==> src/rtl/csa_pkg.sv <==
// Shared definitions for the serial carry-select / decrement block adder.
//   W_DEF, B_DEF : default operand width and block width
//   state_e      : FSM state encoding used by csa_dec_serial (and visible on
//                  its dbg_state port)
package csa_pkg;

  localparam int W_DEF = 16;
  localparam int B_DEF = 4;

  typedef enum logic [1:0] {
    ST_IDLE = 2'd0,
    ST_CALC = 2'd1,
    ST_HOLD = 2'd2
  } state_e;

endpackage

==> src/rtl/csa_dec_serial_rb_dec.sv <==
// rb_dec: combinational block decrement.
// Given a speculative block sum s = x + 1, recovers x = s - 1 bitwise:
//   bit 0 = ~s[0]
//   bit i = s[i] ^ (all of s[i-1:0] are zero)
// Ports:
//   s_i [B-1:0] : speculative low bits of the block sum
//   d_o [B-1:0] : decremented value
module rb_dec #(
  parameter int B = 4
) (
  input  logic [B-1:0] s_i,
  output logic [B-1:0] d_o
);

  // zero_below tracks "every lower bit of s_i is zero" as the loop walks up,
  // i.e. whether the borrow from the -1 still reaches bit i.
  always_comb begin
    logic zero_below;
    zero_below = 1'b1;
    d_o        = '0;
    for (int i = 0; i < B; i++) begin
      d_o[i]     = s_i[i] ^ zero_below;
      zero_below = zero_below & ~s_i[i];
    end
  end

endmodule

==> src/rtl/csa_dec_serial.sv <==
// csa_dec_serial: W-bit adder computed serially, one B-bit block per cycle.
// Each block always forms a+b+1; if the incoming carry is 0 the block result
// is the decrement of that speculative sum (rb_dec), and the carry-out is
// adjusted accordingly.
//
// Handshake: a transfer happens on a rising clk edge where valid and ready
// are both 1 (in_valid/in_ready on the input side, out_valid/out_ready on
// the output side). Operands are captured on the input transfer edge; the
// result is held stable from out_valid rising until the output transfer.
//
// Ports:
//   clk, rst_n        : clock, synchronous active-low reset
//   in_valid/in_ready : operand handshake (in_ready is registered)
//   a, b, cin         : operands
//   out_valid/out_ready : result handshake (out_valid is registered)
//   sum, cout         : (a+b+cin) mod 2^W and bit W of a+b+cin
//   dbg_state         : current FSM state (csa_pkg::state_e encoding)
module csa_dec_serial
  import csa_pkg::*;
#(
  parameter int W = W_DEF,
  parameter int B = B_DEF
) (
  input  logic         clk,
  input  logic         rst_n,
  input  logic         in_valid,
  output logic         in_ready,
  input  logic [W-1:0] a,
  input  logic [W-1:0] b,
  input  logic         cin,
  output logic         out_valid,
  input  logic         out_ready,
  output logic [W-1:0] sum,
  output logic         cout,
  output logic [1:0]   dbg_state
);

  if (B < 1 || W < 1 || (W % B) != 0) begin : g_bad_param
    $error("csa_dec_serial: W must be a nonzero multiple of B");
  end

  localparam int NB = W / B;
  localparam int KW = (NB > 1) ? $clog2(NB) : 1;
  localparam logic [KW-1:0] K_LAST = KW'(NB - 1);

  state_e        state_q, state_d;
  logic [KW-1:0] k_q, k_d;
  logic          c_q, c_d;
  logic [W-1:0]  a_q, a_d;
  logic [W-1:0]  b_q, b_d;
  logic [W-1:0]  sum_q, sum_d;
  logic          cout_q, cout_d;
  logic          in_ready_q, in_ready_d;
  logic          out_valid_q, out_valid_d;

  logic          accept;
  logic          last_blk;
  logic [B:0]    s1;
  logic [B-1:0]  s1_dec;
  logic [B-1:0]  slice;
  logic          c_next;

  assign accept   = (state_q == ST_IDLE) && in_ready_q && in_valid;
  assign last_blk = (k_q == K_LAST);

  // Speculative block sum assuming a carry-in of 1.
  always_comb begin
    s1 = {1'b0, a_q[k_q*B +: B]} + {1'b0, b_q[k_q*B +: B]} + {{B{1'b0}}, 1'b1};
  end

  rb_dec #(.B(B)) u_rb_dec (
    .s_i (s1[B-1:0]),
    .d_o (s1_dec)
  );

  // With carry-in 0 the true sum is s1-1: it overflows only if s1 exceeded
  // 2^B, i.e. s1[B] set and the low bits nonzero.
  assign slice  = c_q ? s1[B-1:0] : s1_dec;
  assign c_next = c_q ? s1[B] : (s1[B] & (|s1[B-1:0]));

  // State register and datapath registers.
  always_ff @(posedge clk) begin
    if (!rst_n) begin
      state_q     <= ST_IDLE;
      k_q         <= '0;
      c_q         <= 1'b0;
      a_q         <= '0;
      b_q         <= '0;
      sum_q       <= '0;
      cout_q      <= 1'b0;
      in_ready_q  <= 1'b0;
      out_valid_q <= 1'b0;
    end else begin
      state_q     <= state_d;
      k_q         <= k_d;
      c_q         <= c_d;
      a_q         <= a_d;
      b_q         <= b_d;
      sum_q       <= sum_d;
      cout_q      <= cout_d;
      in_ready_q  <= in_ready_d;
      out_valid_q <= out_valid_d;
    end
  end

  // Next-state logic.
  always_comb begin
    state_d = state_q;
    case (state_q)
      ST_IDLE: if (accept)    state_d = ST_CALC;
      ST_CALC: if (last_blk)  state_d = ST_HOLD;
      ST_HOLD: if (out_ready) state_d = ST_IDLE;
      default:                state_d = ST_IDLE;
    endcase
  end

  // Output and datapath next values. The handshake flags are registered
  // copies of the upcoming state, so they are never both high.
  always_comb begin
    k_d         = k_q;
    c_d         = c_q;
    a_d         = a_q;
    b_d         = b_q;
    sum_d       = sum_q;
    cout_d      = cout_q;
    in_ready_d  = (state_d == ST_IDLE);
    out_valid_d = (state_d == ST_HOLD);
    case (state_q)
      ST_IDLE: begin
        if (accept) begin
          a_d = a;
          b_d = b;
          c_d = cin;
          k_d = '0;
        end
      end
      ST_CALC: begin
        sum_d[k_q*B +: B] = slice;
        c_d = c_next;
        if (last_blk) begin
          k_d    = '0;
          cout_d = c_next;
        end else begin
          k_d = k_q + 1'b1;
        end
      end
      default: ;
    endcase
  end

  assign in_ready  = in_ready_q;
  assign out_valid = out_valid_q;
  assign sum       = sum_q;
  assign cout      = cout_q;
  assign dbg_state = state_q;

endmodule

==> config.mk <==
export PLATFORM = sky130hd
export DESIGN_NAME = csa_dec_serial
export DESIGN_NICKNAME = d
export VERILOG_FILES = /design/src/rtl/csa_pkg.sv /design/src/rtl/csa_dec_serial_rb_dec.sv /design/src/rtl/csa_dec_serial.sv
export SDC_FILE = /design/constraint.sdc
export NUM_CORES = 1
export LEC_CHECK = 0
export CAP_MARGIN = 0
export CELL_PAD_IN_SITES_DETAIL_PLACEMENT = 1
export CELL_PAD_IN_SITES_GLOBAL_PLACEMENT = 2
export CORE_MARGIN = 2
export CORE_UTILIZATION = 33
export CTS_BUF_LIST = sky130_fd_sc_hd__clkbuf_2 sky130_fd_sc_hd__clkbuf_4 sky130_fd_sc_hd__clkbuf_8
export DETAILED_ROUTE_END_ITERATION = 6
export PLACE_DENSITY_LB_ADDON = 0.1
export SYNTH_ARGS = -nofsm -noshare
export SYNTH_HDL_FRONTEND = slang
export SYNTH_SLANG_ARGS = --single-unit
==> constraint.sdc <==
create_clock -name clk -period 7.7 [get_ports clk]
set_input_delay 2.31 -clock clk [delete_from_list [all_inputs] [get_ports clk]]
set_output_delay 2.31 -clock clk [all_outputs]
set_load 0.02 [all_outputs]
==> impl_metrics.csv, run 1 <==
group,metric,value,unit
global_routing,total_congestion_overflow_after_global_routing,0,
outcome,outcome,"completed",
floorplan,die_area,0.008505,mm^2
sta,timing_hold_violations_final,0,
floorplan,die-height,92.23,um
placement,dpl.hpwl,4459,um
final_layout,final_net_count,389,
power,report.power.total,0.5662,mW
global_routing,grt_first_pass_wirelength,10150,um
logic_synthesis,synth.area.top_cells,"dfxtp_1 (44%), nand2_1 (11%), a21oi_1 (7.8%), mux4_2 (7.0%), ha_1 (5.8%)",
final_layout,layout-area-overhead-vs-synth,28.35,%
setup_path,worstPathRequired,7.93,ns
final_layout,drive_above_1_share,0.07941,
detailed_routing,routedWlPerCell,13.56,um
setup_path,cp_max_fo,30,
logic_synthesis,yosysTopAreaCell,"dfxtp_1",
clock_tree,tritoncts_clock_tree,"built",
logic_synthesis,syn_inst,289,
final_layout,commonest_non_fill_non_tap_cell_in_the_layout,"nand2_1",
detailed_routing,totalWireLength,5994,um
clock_tree,hold_buf_cts,0,
logic_synthesis,synth_flop_cell,"dfxtp_1",
worst_hold_path,classification_of_the_worst_slack_hold_path,"reg2reg",
sta,final-max-slew-violation-count,0,
global_routing,grt_antenna_before_repair,0,
sta,final_setup_violating_endpoints,0,
global_routing,first_global_vias,2101,
clock_tree,clk_transition_reported_paths,0.10,ns
setup_path,cp-start-kind,"input port",
sta,rsz0062_at_grt,"false",
clock_tree,cts_max_level,2,
logic_synthesis,register_area_share_after_synthesis,0.4364,
final_layout,antenna_cells_inserted,0,
final_layout,layout_common_cells,"nand2_1 (77), clkdlybuf4s50_1 (57), dfxtp_1 (56), a21oi_1 (40), nor2_1 (17)",
detailed_routing,detailedRoute.firstPassIterationCount,4,
setup_path,worstPathArrival,4.27,ns
logic_synthesis,synthesis.nets,339,
floorplan,floorplan.io_pins,58,
final_layout,multi_input_comb_area,0.001336,mm^2
floorplan,initial_utilization,0.3359,
sta,finalSetupTns,0,ns
clock_tree,root_buffer,"clkbuf_8",
flow_run,max_cap_violations,0,
power,p_per_area,171.7,mW/mm^2
placement,port_buffers,57,
sta,fin_skew,0.005324,ns
logic_synthesis,post-synth-top-area-fraction,0.4364,
clock_tree,max-clock-path-buffers,2,
global_routing,grt_start_max_net_pins,35,
final_layout,area.sequential,0.001121,mm^2
global_routing,groute.usage.overall,0.1509,
power,total_leakage_power,1.155,nW
logic_synthesis,fraction_of_registers_with_async_set_or_reset_after_synthesis,0,
detailed_routing,drtIter0Drc,42,
clock_tree,postCtsResizedCells,0,
floorplan,floorplan.die.width,92.23,um
clock_tree,cts-buffers-inserted,5,
placement,finalWeightedCongestion,0.7438,
sta,period_minus_slack,4.037,ns
detailed_routing,route.detailed.drc,0,
detailed_routing,routed_via_density,4.722,
setup_path,timing.critical_path.to_type,"flop",
power,power.ir.vdd_worst,66.83,uV
final_layout,fillers,908,
logic_synthesis,mappedNetlistArea,0.002569,mm^2
clock_tree,cts_sinks,56,
logic_synthesis,ys.warnings.count,0,
sta,tightest_slew,1.105,ns
logic_synthesis,syn_area_per_cell,8.888,um^2
detailed_routing,vias,2087,
clock_tree,cts_setup_buffers,0,
clock_tree,worst_skew_pair.late_latency,0.30,ns
setup_path,internal_reg_to_reg_setup_slack,4.33,ns
logic_synthesis,synth-edff-count,0,
sta,final_min_period_over_clock_period,0.5243,
final_layout,final_core_utilization,0.4311,
logic_synthesis,ys_ff_latch,56,
sta,slew_headroom,0.2611,
detailed_routing,drt.antenna.violating_nets,0,
logic_synthesis,synthDistinctLibCells,34,
floorplan,core_region_area,0.007647,mm^2
floorplan,core.rowCount,32,
setup_path,critPathKind,"in2reg",
sta,clock.fmax,0.2477,GHz
==> metal layers <==
| metal | GRT usage | wire, um |
|---|---|---|
| met1 | 0.1879 | 2726 |
| met2 | 0.2641 | 3014 |
| met3 | 0.02958 | 184 |
| met4 | 0.04478 | 68 |
| met5 | 0 | 0 |
==> metrics by stage <==
stage / setup slack [ns] / instance area (um^2) / instances / hold slack, ns
finish: 3.663 / 3297 / 442 / 0.4565
global route: 3.486 / 3297 / 442 / 0.4786
CTS: 3.627 / 3297 / 442 / 0.4618
detailed placement: 3.308 / 3204 / 434 / 0.4469
global placement: 3.373 / 3204 / 434 / 0.4404
floorplan: 4.663 / 2569 / 289 / 0.4331
==> cell usage after synthesis (2+ instances only) <==
cell type,count
nand2_1,77
clkbuf_1,7
inv_1,6
nor3_2,3
nor2_1,17
dfxtp_1,56
a21oi_1,40
nand2b_1,3
o21ai_0,4
a22oi_1,12
ha_1,12
o21a_1,2
xor2_1,2
nand3_1,7
mux2i_1,2
nor2b_1,2
nand3b_1,3
buf_2,8
mux4_2,8
o21ai_1,4
==> final timing paths <==
path | endpoint | start | cells past startpoint
hold / removal | a_q[13] | a_q[13] | 2
hold reg to reg | a_q[13] | a_q[13] | 2
setup / recovery | b_q[2] | rst_n | 4
setup reg to reg | sum[14] | k_q[1] | 9
==> final cells by class <==
cell class                 count  area share
clock buffer                   6     0.02505
clock inverter                 2    0.003036
inverter                       7    0.007970
multi-input combinational    209      0.4053
sequential                    56      0.3400
tap                          102     0.03871
timing repair buffer          60      0.1799
==> report_power, final <==
part	leakage (nW)	internal, mW	switching [mW]	total (mW)
Combinational	0.649	0.0446	0.0492	0.0938
Clock	0.0510	0.0721	0.0926	0.165
Sequential	0.454	0.300	0.00751	0.308
Total	1.15	0.417	0.149	0.566
==> kinds of logic (layout without fill, tap and decap cells) <==
family | after synthesis | count (layout) | synth area share
flops | 56 | 56 | 0.4364
compound gates | 65 | 65 | 0.1437
mux | 10 | 10 | 0.07793
xor+xnor | 3 | 3 | 0.01559
fa+ha+maj | 13 | 13 | 0.06624
simple gates | 118 | 118 | 0.2168
buf+inv | 24 | 75 | 0.04335
==> worst max-delay path, stage by stage <==
cell,delay [ns]
clkdlybuf4s50_1,0.71
clkinv_1,0.61
buf_4,0.46
a21oi_1,0.17
==> registers in the layout (all words and copies together), names as in the netlist <==
name       count
a_q           16
dbg_state      2
sum           16
k_q            2
c_q            1
cout           1
out_valid      1
b_q           16
in_ready       1
No activity file was read; power rests on OpenSTA's default activity.
==> run 2, diff against run 1 <==
- CORE_UTILIZATION: 33 -> 31
- clock period: 7.7 -> 4 ns (I/O delays scaled with it)
==> run 2 against run 1 <==
First-iteration DRC count shrank 26%; global-route usage decreased by 0.16 points; count of clock-buffer cells in the layout increased by 1; sequential power rose by 93%; sequential cell count unchanged; utilization decreased by 2.2 points; hold slack improved by 0.0024 ns; cell count grew 1.4%; clock skew up 0.0038 ns; clock power increased by 100%; largest power group unchanged.
==> impl_metrics.csv, run 2 (synthesis results as in run 1) <==
group,metric,value,unit
outcome,outcome,"completed",
global_routing,grt_most_used_layer,"met2",
final_layout,layout_common_cells,"nand2_1 (77), clkdlybuf4s50_1 (57), dfxtp_1 (56), a21oi_1 (40), nor2_1 (17)",
placement,detailedPlace.worstSlack,1.080,ns
final_layout,layout-area-overhead-vs-synth,29.57,%
setup_path,timing.critical_path.to_type,"flop",
detailed_routing,vias,2162,
power,switching_power,0.2953,mW
detailed_routing,routed_via_density,4.826,
sta,final-max-slew-violation-count,0,
global_routing,grt_first_pass_wirelength,10430,um
clock_tree,cts-buffers-inserted,5,
setup_path,cp_max_fo,15,
setup_path,worstPathRequired,4.25,ns
floorplan,initial_utilization,0.3158,
clock_tree,cts_sinks,56,
floorplan,die_area,0.009031,mm^2
power,total_leakage_power,1.167,nW
sta,finalSetupTns,0,ns
placement,dpl.hpwl,4760,um
clock_tree,worst_skew_pair.late_latency,0.31,ns
setup_path,cp-start-kind,"flop",
sta,fin_skew,0.009108,ns
clock_tree,cts_max_level,2,
sta,final_critical_path_setup_slack,1.111,ns
sta,slew_headroom,0.6357,
global_routing,grt_start_max_net_pins,35,
power,seq_power_share,0.535,
final_layout,antenna_cells_inserted,0,
global_routing,groute.usage.overall,0.1493,
sta,period_minus_slack,2.889,ns
floorplan,core_region_area,0.008134,mm^2
power,combinationalPowerShare,0.167,
final_layout,drive_above_1_share,0.08746,
detailed_routing,routedWlPerCell,14.18,um
setup_path,critPathKind,"reg2reg",
floorplan,floorplan.io_pins,58,
setup_path,worstPathArrival,3.14,ns
global_routing,groute.layer.met3.usage,0.02767,
sta,tightest_slew,0.5312,ns
placement,finalWeightedCongestion,0.7369,
global_routing,grt_antenna_before_repair,0,
sta,clock.fmax,0.3462,GHz
power,p_per_area,333.2,mW/mm^2
detailed_routing,drtIter0Drc,31,
flow_run,max_cap_violations,0,
global_routing,first_global_vias,2139,
clock_tree,postCtsResizedCells,0,
final_layout,commonest_non_fill_non_tap_cell_in_the_layout,"nand2_1",
clock_tree,hold_buf_cts,0,
detailed_routing,totalWireLength,6353,um
final_layout,final_net_count,392,
power,power.share.clock,0.298,
clock_tree,cts_setup_buffers,0,
global_routing,grt_util_met2,0.2340,
power,power.ir.vdd_worst,171.7,uV
floorplan,die-height,95.03,um
power,p_sw_frac,0.2663,
sta,rsz0062_at_grt,"false",
sta,final.hold.worst_slack,0.4589,ns
floorplan,floorplan.die.width,95.03,um
floorplan,core.rowCount,33,
global_routing,globalRouteMet1Util,0.2101,
worst_hold_path,classification_of_the_worst_slack_hold_path,"reg2reg",
detailed_routing,drt.antenna.violating_nets,0,
global_routing,total_congestion_overflow_after_global_routing,0,
clock_tree,tritoncts_clock_tree,"built",
detailed_routing,route.detailed.drc,0,
detailed_routing,detailedRoute.firstPassIterationCount,3,
clock_tree,clk_transition_reported_paths,0.10,ns
clock_tree,max-clock-path-buffers,2,
sta,final_min_period_over_clock_period,0.7222,
final_layout,postLayoutCellArea,0.003328,mm^2
power,power_internal,0.8136,mW
placement,placedInstanceArea,0.003231,mm^2
sta,final_setup_violating_endpoints,0,
sta,timing_hold_violations_final,0,
clock_tree,root_buffer,"clkbuf_8",
placement,port_buffers,57,
run 2: cell count changes in the layout (fill, tap and decap cells not counted), sizes merged:
cell	previous run	this run
buf	3	6
clkbuf	6	7
clkinv	3	1
clkinvlp	0	1
run 2: path summary, 6_finish.rpt:
path / from / endpoint / slack [ns] / depth (start not counted)
min reg2reg: b_q[10] / b_q[10] / 0.46 / 2
max reg2reg: k_q[0] / sum[14] / 1.11 / 10
min: b_q[10] / b_q[10] / 0.46 / 2
max: k_q[0] / sum[14] / 1.11 / 10
run 2: through the flow:
step,power (mW),cells,utilization
3_5_place_dp,0.7958,440,0.3972
4_1_cts,1.129,448,0.4092
3_3_place_gp,0.7928,440,0.3972
5_1_grt,1.166,448,0.4092
2_1_floorplan,0.7158,289,-
6_report,1.109,448,0.4092
run 2: power by group through the flow:
| stage | Sequential, mW | Combinational [mW] | Clock (mW) |
|---|---|---|---|
| finish | 0.593 | 0.185 | 0.331 |
| global route | 0.597 | 0.208 | 0.361 |
| CTS | 0.594 | 0.190 | 0.345 |
| detailed placement | 0.607 | 0.189 | 0 |
| global placement | 0.607 | 0.186 | 0 |
| floorplan | 0.604 | 0.111 | 0 |
run 2: area by class of cell:
type,instances,area (um^2)
clock buffers,7,90.09
clock inverters,1,7.507
fillers,967,4806
inverters,7,26.28
multi-input cells,209,1336
flip-flops and latches,56,1121
well taps,105,131.4
repair buffers,63,615.6
run 2: per-layer routing:
layer	wire, um	share of wire
met4	78	0.012
met2	2867	0.45
met1	3228	0.51
met5	0	0
met3	177	0.028
run 2: critical path, stage by stage (launching register included):
cell and delay [ns]:
dfxtp_1 0.44, buf_4 0.28, mux4_2 0.33, inv_1 0.10, ha_1 0.19, fa_1 0.44
ha_1 0.24, ha_1 0.29, mux2i_1 0.29, a22oi_1 0.14, nor2_1 0.09
==> run 3, diff against run 2 <==
- clock period: 4 -> 2.84 ns (I/O delays scaled with it)
==> run 3 against run 2 <==
Design area is 1.5% higher; non-clock buffer count is 5 higher; cell count is 1.1% higher; largest cell class unchanged; first-iteration DRC count is 39% higher; clock skew is 0.0025 ns lower; largest power group unchanged.
==> impl_metrics.csv, run 3 (synthesis results as in run 1) <==
group,metric,value,unit
final_layout,multi_input_comb_area,0.001349,mm^2
final_layout,area.sequential,0.001121,mm^2
clock_tree,cts_sinks,56,
worst_hold_path,min_delay_worst_endpoint,"a_q[6]",
power,total_leakage_power,1.200,nW
final_layout,layout-area-overhead-vs-synth,31.51,%
global_routing,groute.usage.overall,0.1523,
sta,timing_hold_violations_final,0,
clock_tree,root_buffer,"clkbuf_8",
setup_path,internal_reg_to_reg_setup_slack,0.18,ns
final_layout,fillers,965,
placement,port_buffers,57,
setup_path,worst-path-stages,9,
setup_path,worstPathArrival,2.91,ns
sta,final_min_period_over_clock_period,0.9375,
setup_path,reg2reg_depth,9,
detailed_routing,route.detailed.drc,0,
detailed_routing,routedWlPerCell,14.36,um
detailed_routing,totalWireLength,6504,um
sta,period_minus_slack,2.662,ns
setup_path,critPathKind,"reg2reg",
sta,final-max-slew-violation-count,0,
global_routing,first_global_vias,2018,
setup_path,cp.buffers_inverters,2,
final_layout,commonest_non_fill_non_tap_cell_in_the_layout,"nand2_1",
clock_tree,hold_buf_cts,0,
worst_hold_path,whs_path_depth,2,
power,power.ir.vdd_worst,219.0,uV
floorplan,core.rowCount,33,
detailed_routing,detailedRoute.firstPassIterationCount,4,
setup_path,cp_max_fo,4,
final_layout,drive_above_1_share,0.1034,
final_layout,antenna_cells_inserted,0,
floorplan,die-height,95.03,um
setup_path,regToRegEndpoint,"sum[15]",
detailed_routing,drt.antenna.violating_nets,0,
sta,slew_headroom,0.6908,
clock_tree,tritoncts_clock_tree,"built",
sta,final_setup_violating_endpoints,0,
worst_hold_path,classification_of_the_worst_slack_hold_path,"reg2reg",
detailed_routing,routed_via_density,4.726,
setup_path,largest_incremental_delay_on_the_critical_path,0.51,ns
floorplan,core_region_area,0.008134,mm^2
setup_path,worstPathCellList,"buf_4 > mux4_2 > inv_1 > fa_1 > ha_1 > ha_1 > nand2b_1 > xnor3_1 > o21ai_1",
global_routing,grt_start_max_net_pins,35,
setup_path,critical_path.slowest_cell,"mux4_2",
final_layout,final_net_count,397,
sta,tightest_slew,0.4632,ns
sta,clock.fmax,0.3756,GHz
floorplan,initial_utilization,0.3158,
clock_tree,cts_max_level,2,
clock_tree,cts-buffers-inserted,5,
sta,fin_skew,0.006653,ns
global_routing,total_congestion_overflow_after_global_routing,0,
flow_run,max_cap_violations,0,
setup_path,worstPathRequired,3.08,ns
setup_path,timing.critical_path.to_type,"flop",
power,p_per_area,469.9,mW/mm^2
worst_hold_path,hp-start,"a_q[6]",
setup_path,cpLargestDelayFamily,"adder cells",
sta,rsz0062_at_grt,"false",
final_layout,postLayoutCellArea,0.003378,mm^2
final_layout,layout_common_cells,"nand2_1 (77), clkdlybuf4s50_1 (57), dfxtp_1 (56), a21oi_1 (40), nor2_1 (17)",
detailed_routing,vias,2141,
clock_tree,max-clock-path-buffers,2,
detailed_routing,drtIter0Drc,43,
placement,dpl.hpwl,4844,um
placement,placedInstanceArea,0.003268,mm^2
setup_path,rr_startpoint,"k_q[0]",
clock_tree,clk_transition_reported_paths,0.09,ns
sta,finalSetupTns,0,ns
setup_path,cp_common_cell,"ha_1",
setup_path,cp-start-kind,"flop",
global_routing,grt_antenna_before_repair,0,
floorplan,die_area,0.009031,mm^2
floorplan,floorplan.io_pins,58,
outcome,outcome,"completed",
placement,finalWeightedCongestion,0.7213,
global_routing,grt_first_pass_wirelength,10580,um
clock_tree,worst_skew_pair.late_latency,0.31,ns
floorplan,floorplan.die.width,95.03,um
[run 3: report_power, final]
group / switching [mW] / leakage (nW) / internal, mW
clock: 0.250 / 0.0523 / 0.219
sequential: 0.0234 / 0.454 / 0.814
combinational: 0.143 / 0.693 / 0.138
[run 3: worst max path at each step]
| stage | start | end | slack (ns) |
|---|---|---|---|
| after floorplan | k_q[1] | sum[14] | 0.10 |
| after global placement | k_q[0] | sum[14] | 0.18 |
| after detailed placement | k_q[0] | sum[14] | 0.12 |
| after CTS | k_q[0] | sum[14] | 0.07 |
| after global routing | k_q[1] | sum[14] | 0.01 |
| final | k_q[0] | sum[15] | 0.18 |
[run 3: what timing repair did]
action / 4_1_cts / 5_1_grt
buffers inserted: 0 / 0
endpoints found under the hold margin: 0 / 0
setup endpoints to repair: 0 / 4
resized for setup: 0 / 2
[run 3: layout make-up]
class                   instances  area share
multi-input cells             209      0.3993
flip-flops and latches         56      0.3319
repair buffers                 68      0.1933
well taps                     105     0.03889
clock buffers                   8     0.02889
inverters                       7    0.007778
[run 3: routing by layer]
layer	part of all wire	vias to the layer above	GRT usage
met4	0.012	0	0.04348
li1	-	1101	-
met5	0	-	0
met2	0.45	43	0.2264
met1	0.51	992	0.2249
met3	0.033	5	0.02846
[run 3: metrics by stage]
stage / cells / setup slack [ns] / utilization / power (mW) / hold slack [ns]
final: 453 / 0.1776 / 0.4153 / 1.587 / 0.4622
after global routing: 453 / 0.01079 / 0.4153 / 1.677 / 0.4903
after CTS: 453 / 0.06619 / 0.4138 / 1.617 / 0.4683
after detailed placement: 445 / 0.1194 / 0.4018 / 1.132 / 0.4541
after global placement: 445 / 0.1839 / 0.4018 / 1.129 / 0.4458
after floorplan: 289 / 0.1032 / - / 1.008 / 0.4331
[run 3: worst min-delay path, delay by kind of cell, from the launching register on]
family | cells | cell delay, ns
AND/OR/NAND/NOR | 1 | 0.05
flip-flops | 1 | 0.32
AO/OA/AOI/OAI | 1 | 0.05
